[src/rtl/rv_pkg.sv]
// Shared RISC-V core types: data width, NOP encoding, and fetch-stage state and entry types.
// FETCH_MISALIGN_CHECK_EN adds the FAULT state.
package rv_pkg;

    localparam int unsigned XLEN = 32;
    localparam logic [31:0] NOP_INSTR = 32'h0000_0013;

    typedef enum logic [1:0] {
        RESET = 2'd0,
        RUN   = 2'd1,
        HOLD  = 2'd2
`ifdef FETCH_MISALIGN_CHECK_EN
        ,
        FAULT = 2'd3
`endif
    } fetch_state_t;

    typedef struct packed {
        logic            valid;
        logic [31:0]     instr;
        logic [XLEN-1:0] pc;
    } fetch_entry_t;

endpackage

[src/rtl/fetch_stage_if.sv]
// Fetch-stage bus: instruction memory port, fetch->decode handshake and redirect inputs.
interface fetch_stage_if;
    import rv_pkg::*;

    logic            imem_req;
    logic [XLEN-1:0] imem_addr;
    logic [31:0]     imem_rdata;
    logic            if_valid;
    logic            id_ready;
    logic [31:0]     if_instr;
    logic [XLEN-1:0] if_pc;
    logic [XLEN-1:0] if_pc_plus4;
    logic            pc_src;
    logic [XLEN-1:0] pc_target;
    logic            fetch_fault;

    modport master (
        output imem_req, imem_addr, if_valid, if_instr, if_pc, if_pc_plus4, fetch_fault,
        input  imem_rdata, id_ready, pc_src, pc_target
    );

    modport slave (
        input  imem_req, imem_addr, if_valid, if_instr, if_pc, if_pc_plus4, fetch_fault,
        output imem_rdata, id_ready, pc_src, pc_target
    );

endinterface

[src/rtl/fetch_skid_buffer.sv]
// Output slot plus one-entry skid slot between instruction memory and decode.
// A response is shown directly when the output slot is empty, so it is visible in its arrival cycle.
module fetch_skid_buffer
    import rv_pkg::*;
#(
    parameter logic [XLEN-1:0] RESET_PC = '0
) (
    input  logic         clk,
    input  logic         rst_n,
    input  logic         flush,
    input  fetch_entry_t rsp,
    input  logic         out_ready,
    output fetch_entry_t head,
    output logic         accept,
    output logic         skid_fill,
    output logic         skid_full
);

    localparam fetch_entry_t EmptyEntry = '{valid: 1'b0, instr: NOP_INSTR, pc: RESET_PC};

    fetch_entry_t out_q, out_d;
    fetch_entry_t skid_q, skid_d;

    always_comb begin
        head      = (!out_q.valid && rsp.valid) ? rsp : out_q;
        accept    = head.valid && out_ready;
        // A held output plus a landing response is the only way the skid slot fills
        skid_fill = out_q.valid && !accept && rsp.valid;
        skid_full = skid_q.valid;
        out_d     = out_q;
        skid_d    = skid_q;
        if (flush) begin
            out_d.valid  = 1'b0;
            skid_d.valid = 1'b0;
        end else if (out_q.valid) begin
            if (accept) begin
                if (skid_q.valid) begin
                    out_d        = skid_q;
                    skid_d.valid = 1'b0;
                    if (rsp.valid) skid_d = rsp;
                end else if (rsp.valid) begin
                    out_d = rsp;
                end else begin
                    out_d.valid = 1'b0;
                end
            end else if (rsp.valid) begin
                skid_d = rsp;
            end
        end else if (rsp.valid && !accept) begin
            out_d = rsp;
        end
    end

    always_ff @(posedge clk or negedge rst_n) begin
        if (!rst_n) begin
            out_q  <= EmptyEntry;
            skid_q <= EmptyEntry;
        end else begin
            out_q  <= out_d;
            skid_q <= skid_d;
        end
    end

endmodule

[src/rtl/fetch_stage.sv]
// Instruction fetch stage: PC, imem request issue, redirect flush and decode handshake.
// Define FETCH_MISALIGN_CHECK_EN to trap misaligned redirect targets in a sticky FAULT state.
module fetch_stage
    import rv_pkg::*;
#(
    parameter logic [XLEN-1:0] RESET_PC = '0
) (
    input logic           clk,
    input logic           rst_n,
    fetch_stage_if.master bus
);

    fetch_state_t    state_q;
    logic [XLEN-1:0] pc_q;
    logic            pend_valid_q;
    logic [XLEN-1:0] pend_pc_q;

    logic [XLEN-1:0] target;
    logic            issue;
    logic            skid_fill;
    logic            skid_full;
    logic            accept;
    fetch_entry_t    rsp;
    fetch_entry_t    head;

    assign target = {bus.pc_target[XLEN-1:2], 2'b00};
    // Stop issuing as soon as the skid slot fills; the next response would have nowhere to go
    assign issue  = (state_q == RUN) && !bus.pc_src && !skid_fill;
    assign rsp    = '{valid: pend_valid_q, instr: bus.imem_rdata, pc: pend_pc_q};

`ifdef FETCH_MISALIGN_CHECK_EN
    logic misalign;
    logic fault_q;
    assign misalign        = |bus.pc_target[1:0];
    assign bus.fetch_fault = fault_q;
`else
    logic unused_tgt_lsbs;
    assign unused_tgt_lsbs = ^bus.pc_target[1:0];
    assign bus.fetch_fault = 1'b0;
`endif

    fetch_skid_buffer #(
        .RESET_PC(RESET_PC)
    ) u_skid (
        .clk      (clk),
        .rst_n    (rst_n),
        .flush    (bus.pc_src),
        .rsp      (rsp),
        .out_ready(bus.id_ready),
        .head     (head),
        .accept   (accept),
        .skid_fill(skid_fill),
        .skid_full(skid_full)
    );

    assign bus.imem_req    = issue;
    assign bus.imem_addr   = pc_q;
    assign bus.if_valid    = head.valid;
    assign bus.if_instr    = head.valid ? head.instr : NOP_INSTR;
    assign bus.if_pc       = head.pc;
    assign bus.if_pc_plus4 = head.pc + XLEN'(4);

    always_ff @(posedge clk or negedge rst_n) begin
        if (!rst_n) begin
            state_q      <= RESET;
            pc_q         <= RESET_PC;
            pend_valid_q <= 1'b0;
            pend_pc_q    <= RESET_PC;
`ifdef FETCH_MISALIGN_CHECK_EN
            fault_q      <= 1'b0;
`endif
        end else begin
            // A redirect never issues, so this also discards any in-flight response
            pend_valid_q <= issue;
            if (issue) pend_pc_q <= pc_q;
            if (bus.pc_src) begin
`ifdef FETCH_MISALIGN_CHECK_EN
                if ((state_q == FAULT) || misalign) begin
                    state_q <= FAULT;
                    fault_q <= 1'b1;
                end else begin
                    state_q <= RUN;
                    pc_q    <= target;
                end
`else
                state_q <= RUN;
                pc_q    <= target;
`endif
            end else begin
                if (issue) pc_q <= pc_q + XLEN'(4);
                case (state_q)
                    RESET: state_q <= RUN;
                    RUN:   if (skid_fill) state_q <= HOLD;
                    HOLD:  if (accept && skid_full) state_q <= RUN;
`ifdef FETCH_MISALIGN_CHECK_EN
                    FAULT: state_q <= FAULT;
`endif
                    default: state_q <= RESET;
                endcase
            end
        end
    end

endmodule

[src/flat_wrapper.sv]
// flat-port wrapper written by rule: the top's interface ports become plain ports
module fetch_stage_flat import rv_pkg::*;
#(
    parameter logic [XLEN-1:0] RESET_PC = '0
)
  (clk, rst_n, bus_imem_req, bus_imem_addr, bus_if_valid, bus_if_instr, bus_if_pc, bus_if_pc_plus4, bus_fetch_fault, bus_imem_rdata, bus_id_ready, bus_pc_src, bus_pc_target);
  fetch_stage_if bus_i ();
  input logic clk;
  input logic rst_n;
  output wire logic [$bits(bus_i.imem_req)-1:0] bus_imem_req;
  output wire logic [$bits(bus_i.imem_addr)-1:0] bus_imem_addr;
  output wire logic [$bits(bus_i.if_valid)-1:0] bus_if_valid;
  output wire logic [$bits(bus_i.if_instr)-1:0] bus_if_instr;
  output wire logic [$bits(bus_i.if_pc)-1:0] bus_if_pc;
  output wire logic [$bits(bus_i.if_pc_plus4)-1:0] bus_if_pc_plus4;
  output wire logic [$bits(bus_i.fetch_fault)-1:0] bus_fetch_fault;
  input wire logic [$bits(bus_i.imem_rdata)-1:0] bus_imem_rdata;
  input wire logic [$bits(bus_i.id_ready)-1:0] bus_id_ready;
  input wire logic [$bits(bus_i.pc_src)-1:0] bus_pc_src;
  input wire logic [$bits(bus_i.pc_target)-1:0] bus_pc_target;
  assign bus_imem_req = bus_i.imem_req;
  assign bus_imem_addr = bus_i.imem_addr;
  assign bus_if_valid = bus_i.if_valid;
  assign bus_if_instr = bus_i.if_instr;
  assign bus_if_pc = bus_i.if_pc;
  assign bus_if_pc_plus4 = bus_i.if_pc_plus4;
  assign bus_fetch_fault = bus_i.fetch_fault;
  assign bus_i.imem_rdata = bus_imem_rdata;
  assign bus_i.id_ready = bus_id_ready;
  assign bus_i.pc_src = bus_pc_src;
  assign bus_i.pc_target = bus_pc_target;
  fetch_stage #(.RESET_PC(RESET_PC)) u_core (.clk(clk), .rst_n(rst_n), .bus(bus_i));
endmodule
[config.mk]
export PLATFORM = sky130hd
export DESIGN_NAME = fetch_stage_flat
export DESIGN_NICKNAME = d
export VERILOG_FILES = /design/src/rtl/rv_pkg.sv /design/src/rtl/fetch_stage_if.sv /design/src/rtl/fetch_skid_buffer.sv /design/src/rtl/fetch_stage.sv /design/src/flat_wrapper.sv
export SDC_FILE = /design/constraint.sdc
export NUM_CORES = 1
export LEC_CHECK = 0
export CAP_MARGIN = 20
export CORE_MARGIN = 5
export CORE_UTILIZATION = 56
export CTS_CLUSTER_SIZE = 8
export DETAILED_ROUTE_END_ITERATION = 8
export PLACE_DENSITY = 0.86
export SLEW_MARGIN = 40
export SYNTH_ARGS = -nofsm -noshare
export SYNTH_HDL_FRONTEND = slang
export SYNTH_SLANG_ARGS = --single-unit
[constraint.sdc]
create_clock -name clk -period 8.4 [get_ports clk]
set_input_delay 2.1 -clock clk [delete_from_list [all_inputs] [get_ports clk]]
set_output_delay 2.1 -clock clk [all_outputs]
set_load 0.01 [all_outputs]
==> impl_results.md, run 1 <==
* Status: completed
* Fin nets at 1,222
* RSZ-0062 raised after global routing: false
* Leading area contributor after synthesis: dfrtp_1
* Ys Warns at 0
* Synth unique cells at 56
* Sequential area share after synthesis at 0.496
* Final period demand of the worst path at 6.41 ns
* MaxCap Viol Count at 0
* Hold Startpoint: u_core.u_skid.skid_q[1]$_DFFE_PN0P_
* CTS root buffer: clkbuf_16
* Post-synth EDFFs at 0
* Worst Hold Class: reg -> reg
* Max stage delay on crit path at 0.61 ns
* Flop-to-flop setup slack at 4.94 ns
* Worst Hold Margin at 0.506 ns
* Clock Latency Late Sink at 0.43 ns
* Total track usage at 0.262
* Buf+Inv Stages, Crit Path at 4
* Largest net degree at the start of global routing at 108
* Layout cells sized above 1 at 0.124
* DR vias at 8,087
* Post-Synthesis Cell Area at 0.00965 mm²
* GPL Wtd Cong at 0.821
* Reg2Reg Depth at 9
* Top_reg_cell synth: dfrtp_1
* I/O pins at 199
* Post-route insts no fill at 1,389
* Vias in the first global route at 8,170
* First-pass GRT wire length at 42.3 mm
* Placed cell count at 1,356
* Top delay family on crit path: buffers and inverters
* RR Startpoint: u_core.u_skid.out_q[64]$_DFF_PN0_
* Most Frequent Cell on Critical Path: clkdlybuf4s50_1
* Worst Hold End: u_core.u_skid.skid_q[1]$_DFFE_PN0P_
* Synth area leaders: dfrtp_1 (48%), mux2_2 (7.7%), nand2_1 (6.7%)
* Core area at 0.0171 mm²
* Setup Skew at 0.00920 ns
* FF+latch count, synth at 191
* Most common cell after layout, fill and taps aside: clkdlybuf4s50_1
* Fin util at 0.721
* Slew @ Worst Pin at 0.712 ns
* Die Area at 0.0200 mm²
* Initial antenna violation count at 0
* Startpoint Class: primary input
* Worst EP arrival at 4.31 ns
* P per Cell Area at 233 mW/mm²
* Worst path required time at 6.30 ns
* Die Y at 141 µm
* Hold path depth at 1
* Final period utilization at 0.763
* TritonCTS clock tree: built
* Setup_tns at 0 ns
* FFs w/ async S/R, synth at 1.00
* Slew headroom at 0.521
* Peak supply drop at 0.000167 V
* Per-cell routed wire length at 18.5 µm
* Clock Path Buffers at 2
* Initial core utilization at 0.564
* Die W at 141 µm
* Final Slew Violations at 0
* # port buffers at 193
* DP HPWL at 17.0 mm
* DR DRC count at 0
* Endpoint class of the critical path: output pin
* Clock tree sinks at 191
* Mean Syn Cell Area at 9.71 µm²
* H-tree levels at 4
* P&R area growth vs syn at 27.8%
* Leak at 0.00534 µW
* Vias per cell at 5.82
* Max stage delay cell, worst path: clkdlybuf4s50_1
* R2r endpoint: u_core.u_skid.out_q[5]$_DFFE_PN0P_
* Detail Route Antenna Nets at 0
* Postcts setup bufs at 0
* Worst path cell trace: clkdlybuf4s50_1 -> and3b_1 -> or3_1 -> buf_4 -> inv_1 -> clkdlybuf4s50_1
* CTS buffer count at 17
* Hold Vio Cnt, Final at 0
* Synth Instances at 994
* # hold bufs at CTS at 0
* Most frequent cells in the layout: clkdlybuf4s50_1 (191), dfrtp_1 (185), nand2_1 (173)
* Post-cts resize count at 0
* Maximum net fanout on the critical path at 33
* Ant. Diodes at 0
* Final setup vio count at 0
* Clock slew at reported path FFs at 0.06 ns
* Initial DRT Pass Iterations at 5
* Gr ovfl total at 0
* Final wirelength at 25.7 mm
* # rows at 48
* DRT iter0 DRCs at 647
* WS Path Type: in -> out
* Top cell type's share of synthesized area at 0.480
* Max frequency at 156 MHz
## worst register-to-register path, delay by kind of cell, from the launching register on
| family | cells | cell delay [ns] |
|---|---|---|
| flip-flops | 1 | 0.38 |
| buffers and inverters | 4 | 1.50 |
| AO/OA/AOI/OAI | 2 | 0.66 |
| AND/OR/NAND/NOR | 3 | 0.86 |
## state kept, by name, indices dropped and copies added (netlist names)
signal / cells
u_core.u_skid.out_q: 64
u_core.u_skid.skid_q: 63
u_core.bus.imem_addr: 30
u_core.pend_pc_q: 30
u_core.state_q: 2
u_core.pend_valid_q: 1
u_core.u_skid.skid_full: 1
## power breakdown
part / internal (µW) / switching [µW] / leakage (µW)
logic: 409 / 382 / 0.00271
registers: 1110 / 147 / 0.00234
clock network: 463 / 353 / 0.000289
total: 1990 / 883 / 0.00534
## layer usage
layer,track usage,wire length [µm],vias to the layer above
met2,0.421,12700,312
met4,0.103,682,0
met1,0.349,10700,3962
met5,0,0,-
met3,0.0586,1720,55
li1,-,-,3758
## how the worst max path moves through the flow
| stage | startpoint | slack [ns] | endpoint | cells after the start |
|---|---|---|---|---|
| 3_5_place_dp | bus_id_ready | 2.00 | bus_imem_req | 6 |
| 3_3_place_gp | bus_id_ready | 2.01 | bus_imem_req | 6 |
| 5_1_grt | u_core.pend_valid_q$_DFF_PN0_ | 1.80 | bus_if_pc_plus4[24] | 8 |
| 4_1_cts | bus_id_ready | 2.00 | bus_imem_req | 6 |
| 2_1_floorplan | bus_id_ready | 2.72 | bus_imem_req | 7 |
| 6_report | bus_id_ready | 1.99 | bus_imem_req | 6 |
## cells in the mapped netlist (22+ instances only)
cell and number:
mux2_2 66, mux2i_1 22, xnor2_1 28, a22oi_1 61
clkbuf_1 51, a22o_1 29, nand3_1 24, inv_1 25
nor2_1 86, a21oi_1 72, dfrtp_1 185, o21ai_0 32
nand2_1 173, xor2_1 23
## metrics by stage
step	area (µm²)	worst slack (ns)	total power [µW]
after global routing	12300	1.80	3010
after CTS	12300	2.00	2880
after global placement	11700	2.01	2020
final	12300	1.99	2870
after floorplan	9660	2.72	1660
after detailed placement	11700	2.00	2050
## layout make-up
class,instances,area [µm²]
Timing Repair Buffer,207,2070
Inverter,26,97.6
Clock inverter,11,129
Multi-Input combinational cell,709,4500
Sequential cell,191,4790
Clock buffer,20,467
Tap cell,225,282
Fill cell,1253,4780
## kinds of logic (layout without fill, tap and decap cells)
family          Yosys count  in the layout  share of synthesized area
simple gates            353            353                      0.165
compound gates          208            208                      0.141
flops                   191            191                      0.496
buf+inv                  96            264                     0.0428
mux                      92             92                      0.107
xor+xnor                 51             51                     0.0463
fa+ha+maj                 2              2                    0.00259
other cells               1              3                   0.000388
Power figures use the tool's default switching activity.
==> inputs of run 2 (changes only) <==
- CORE_UTILIZATION: 56 -> 52
- PLACE_DENSITY: 0.86 -> 0.81
- clock period: 8.4 -> 6.45 ns (I/O delays scaled with it)
==> run 2 against run 1 <==
Effect of this change:
- register-to-register slack worse by 1.6 ns
- largest cell class unchanged
- sequential cell count stayed put
- highest routed layer unchanged
- critical path type is now reg -> out
- clock power is 35% higher
- power is 31% higher
==> impl_results.md, run 2 (synthesis gave the netlist of run 1 again) <==
* Max frequency at 170 MHz
* Top Registers: u_core.u_skid.out_q x64, u_core.u_skid.skid_q x63
* Hold path depth at 1
* H-tree levels at 4
* I/O pins at 199
* Die Area at 0.0214 mm²
* CTS root buffer: clkbuf_16
* Post-cts resize count at 0
* Net switching power at 1130 µW
* Reg2Reg Depth at 7
* P per Cell Area at 304 mW/mm²
* Layout cells sized above 1 at 0.123
* Postcts setup bufs at 0
* Maximum net fanout on the critical path at 31
* Vias per cell at 5.83
* Worst path required time at 4.84 ns
* Largest register by flop count: u_core.u_skid.out_q
* Status: completed
* Clock power share at 0.292
* Gate power share at 0.270
* Worst Hold End: u_core.u_skid.skid_q[1]$_DFFE_PN0P_
* Ant. Diodes at 0
* Gr ovfl total at 0
* Largest net degree at the start of global routing at 101
* Fin util at 0.681
* WS Path Type: reg -> out
* Core area at 0.0181 mm²
* RSZ-0062 raised after global routing: false
* DR DRC count at 0
* Setup_tns at 0 ns
* DP HPWL at 17.5 mm
* # rows at 49
* Endpoint class of the critical path: output pin
* Startpoint Class: flip-flop
* Total track usage at 0.244
* Share of power burned in registers at 0.438
* Clock Path Buffers at 2
* Worst EP arrival at 4.28 ns
* R2r endpoint: u_core.u_skid.out_q[6]$_DFFE_PN0P_
* Die W at 146 µm
* Clock slew at reported path FFs at 0.07 ns
* GPL Wtd Cong at 0.878
* Most frequent cells in the layout: clkdlybuf4s50_1 (191), dfrtp_1 (185), nand2_1 (173)
* Initial core utilization at 0.532
* Fin nets at 1,225
* Flop-to-flop setup slack at 3.39 ns
* Setup Skew at 0.00768 ns
* Clock Latency Late Sink at 0.43 ns
* # hold bufs at CTS at 0
* Final period demand of the worst path at 5.89 ns
* Detail Route Antenna Nets at 0
* Clock tree sinks at 191
* # port buffers at 193
* Final setup vio count at 0
* Final wirelength at 26.3 mm
* Die Y at 146 µm
* Most common cell after layout, fill and taps aside: clkdlybuf4s50_1
* DR vias at 8,145
* DRT iter0 DRCs at 600
* Per-cell routed wire length at 18.8 µm
* CTS buffer count at 17
* Vias in the first global route at 8,373
* RR Startpoint: u_core.u_skid.out_q[64]$_DFF_PN0_
* TritonCTS clock tree: built
* First-pass GRT wire length at 43.0 mm
* Sw frac at 0.301
* MaxCap Viol Count at 0
* Worst Hold Class: reg -> reg
* Max FFs per register at 64
* Initial DRT Pass Iterations at 5
* Hold Vio Cnt, Final at 0
* Slew headroom at 0.415
* Int Pwr at 2630 µW
* Initial antenna violation count at 0
* Final Slew Violations at 0
* P&R area growth vs syn at 28.0%
* Final period utilization at 0.914
* Slew @ Worst Pin at 0.870 ns
* Peak supply drop at 0.000183 V
* Leak at 0.00535 µW
* Hold Startpoint: u_core.u_skid.skid_q[1]$_DFFE_PN0P_
==> run 2: how the worst max path moves through the flow <==
stage | slack, ns | cells past startpoint | start | end
6_report | 0.56 | 7 | u_core.u_skid.out_q[64]$_DFF_PN0_ | bus_if_pc_plus4[28]
5_1_grt | 0.29 | 8 | u_core.u_skid.out_q[64]$_DFF_PN0_ | bus_if_pc_plus4[31]
4_1_cts | 0.56 | 7 | u_core.u_skid.out_q[64]$_DFF_PN0_ | bus_if_pc_plus4[28]
3_5_place_dp | 1.01 | 7 | u_core.u_skid.out_q[64]$_DFF_PN0_ | bus_if_pc_plus4[22]
3_3_place_gp | 1.12 | 7 | u_core.u_skid.out_q[64]$_DFF_PN0_ | bus_if_pc_plus4[24]
2_1_floorplan | 1.57 | 15 | u_core.pend_valid_q$_DFF_PN0_ | bus_if_pc_plus4[24]
==> run 2: per-stage QoR <==
stage | power, µW | cell area (µm²) | hold slack [ns] | worst slack, ns | cells
after floorplan | 2160 | 9660 | 0.461 | 1.57 | 996
after global placement | 2630 | 11700 | 0.482 | 1.12 | 1363
after detailed placement | 2670 | 11700 | 0.496 | 1.01 | 1365
after CTS | 3770 | 12400 | 0.507 | 0.556 | 1397
after global routing | 3950 | 12400 | 0.520 | 0.289 | 1397
final | 3760 | 12400 | 0.506 | 0.557 | 1397
==> run 2: area by class of cell <==
class                           count  area (µm²)
Clock buffer                       23         478
Clock inverter                      9         131
Fill cell                        1421        5790
Inverter                           26        97.6
Multi-Input combinational cell    709        4490
Sequential cell                   191        4790
Tap cell                          229         287
Timing Repair Buffer              210        2090
==> run 2: worst max-delay path, cell delays in order (launching register included) <==
cell and delay, ns:
dfrtp_1 0.75, nand2b_4 0.41, buf_4 0.44, mux2i_1 0.25
or4_1 0.81, nor4b_2 0.40, xnor2_1 0.18, clkdlybuf4s50_1 0.58
==> run 2: routing by layer <==
metal | GRT usage | vias up | routed length [µm]
met1 | 0.325 | 4051 | 11300
met4 | 0.0757 | 0 | 525
li1 | - | 3771 | -
met5 | 0 | - | 0
met2 | 0.407 | 283 | 12900
met3 | 0.0456 | 40 | 1540
==> run 2: power by group through the flow <==
| stage | Sequential [µW] | Combinational [µW] | Clock, µW |
|---|---|---|---|
| final | 1650 | 1020 | 1100 |
| after global routing | 1680 | 1110 | 1160 |
| after CTS | 1640 | 1030 | 1100 |
| after detailed placement | 1660 | 1020 | 0 |
| after global placement | 1640 | 990 | 0 |
| after floorplan | 1610 | 556 | 0 |
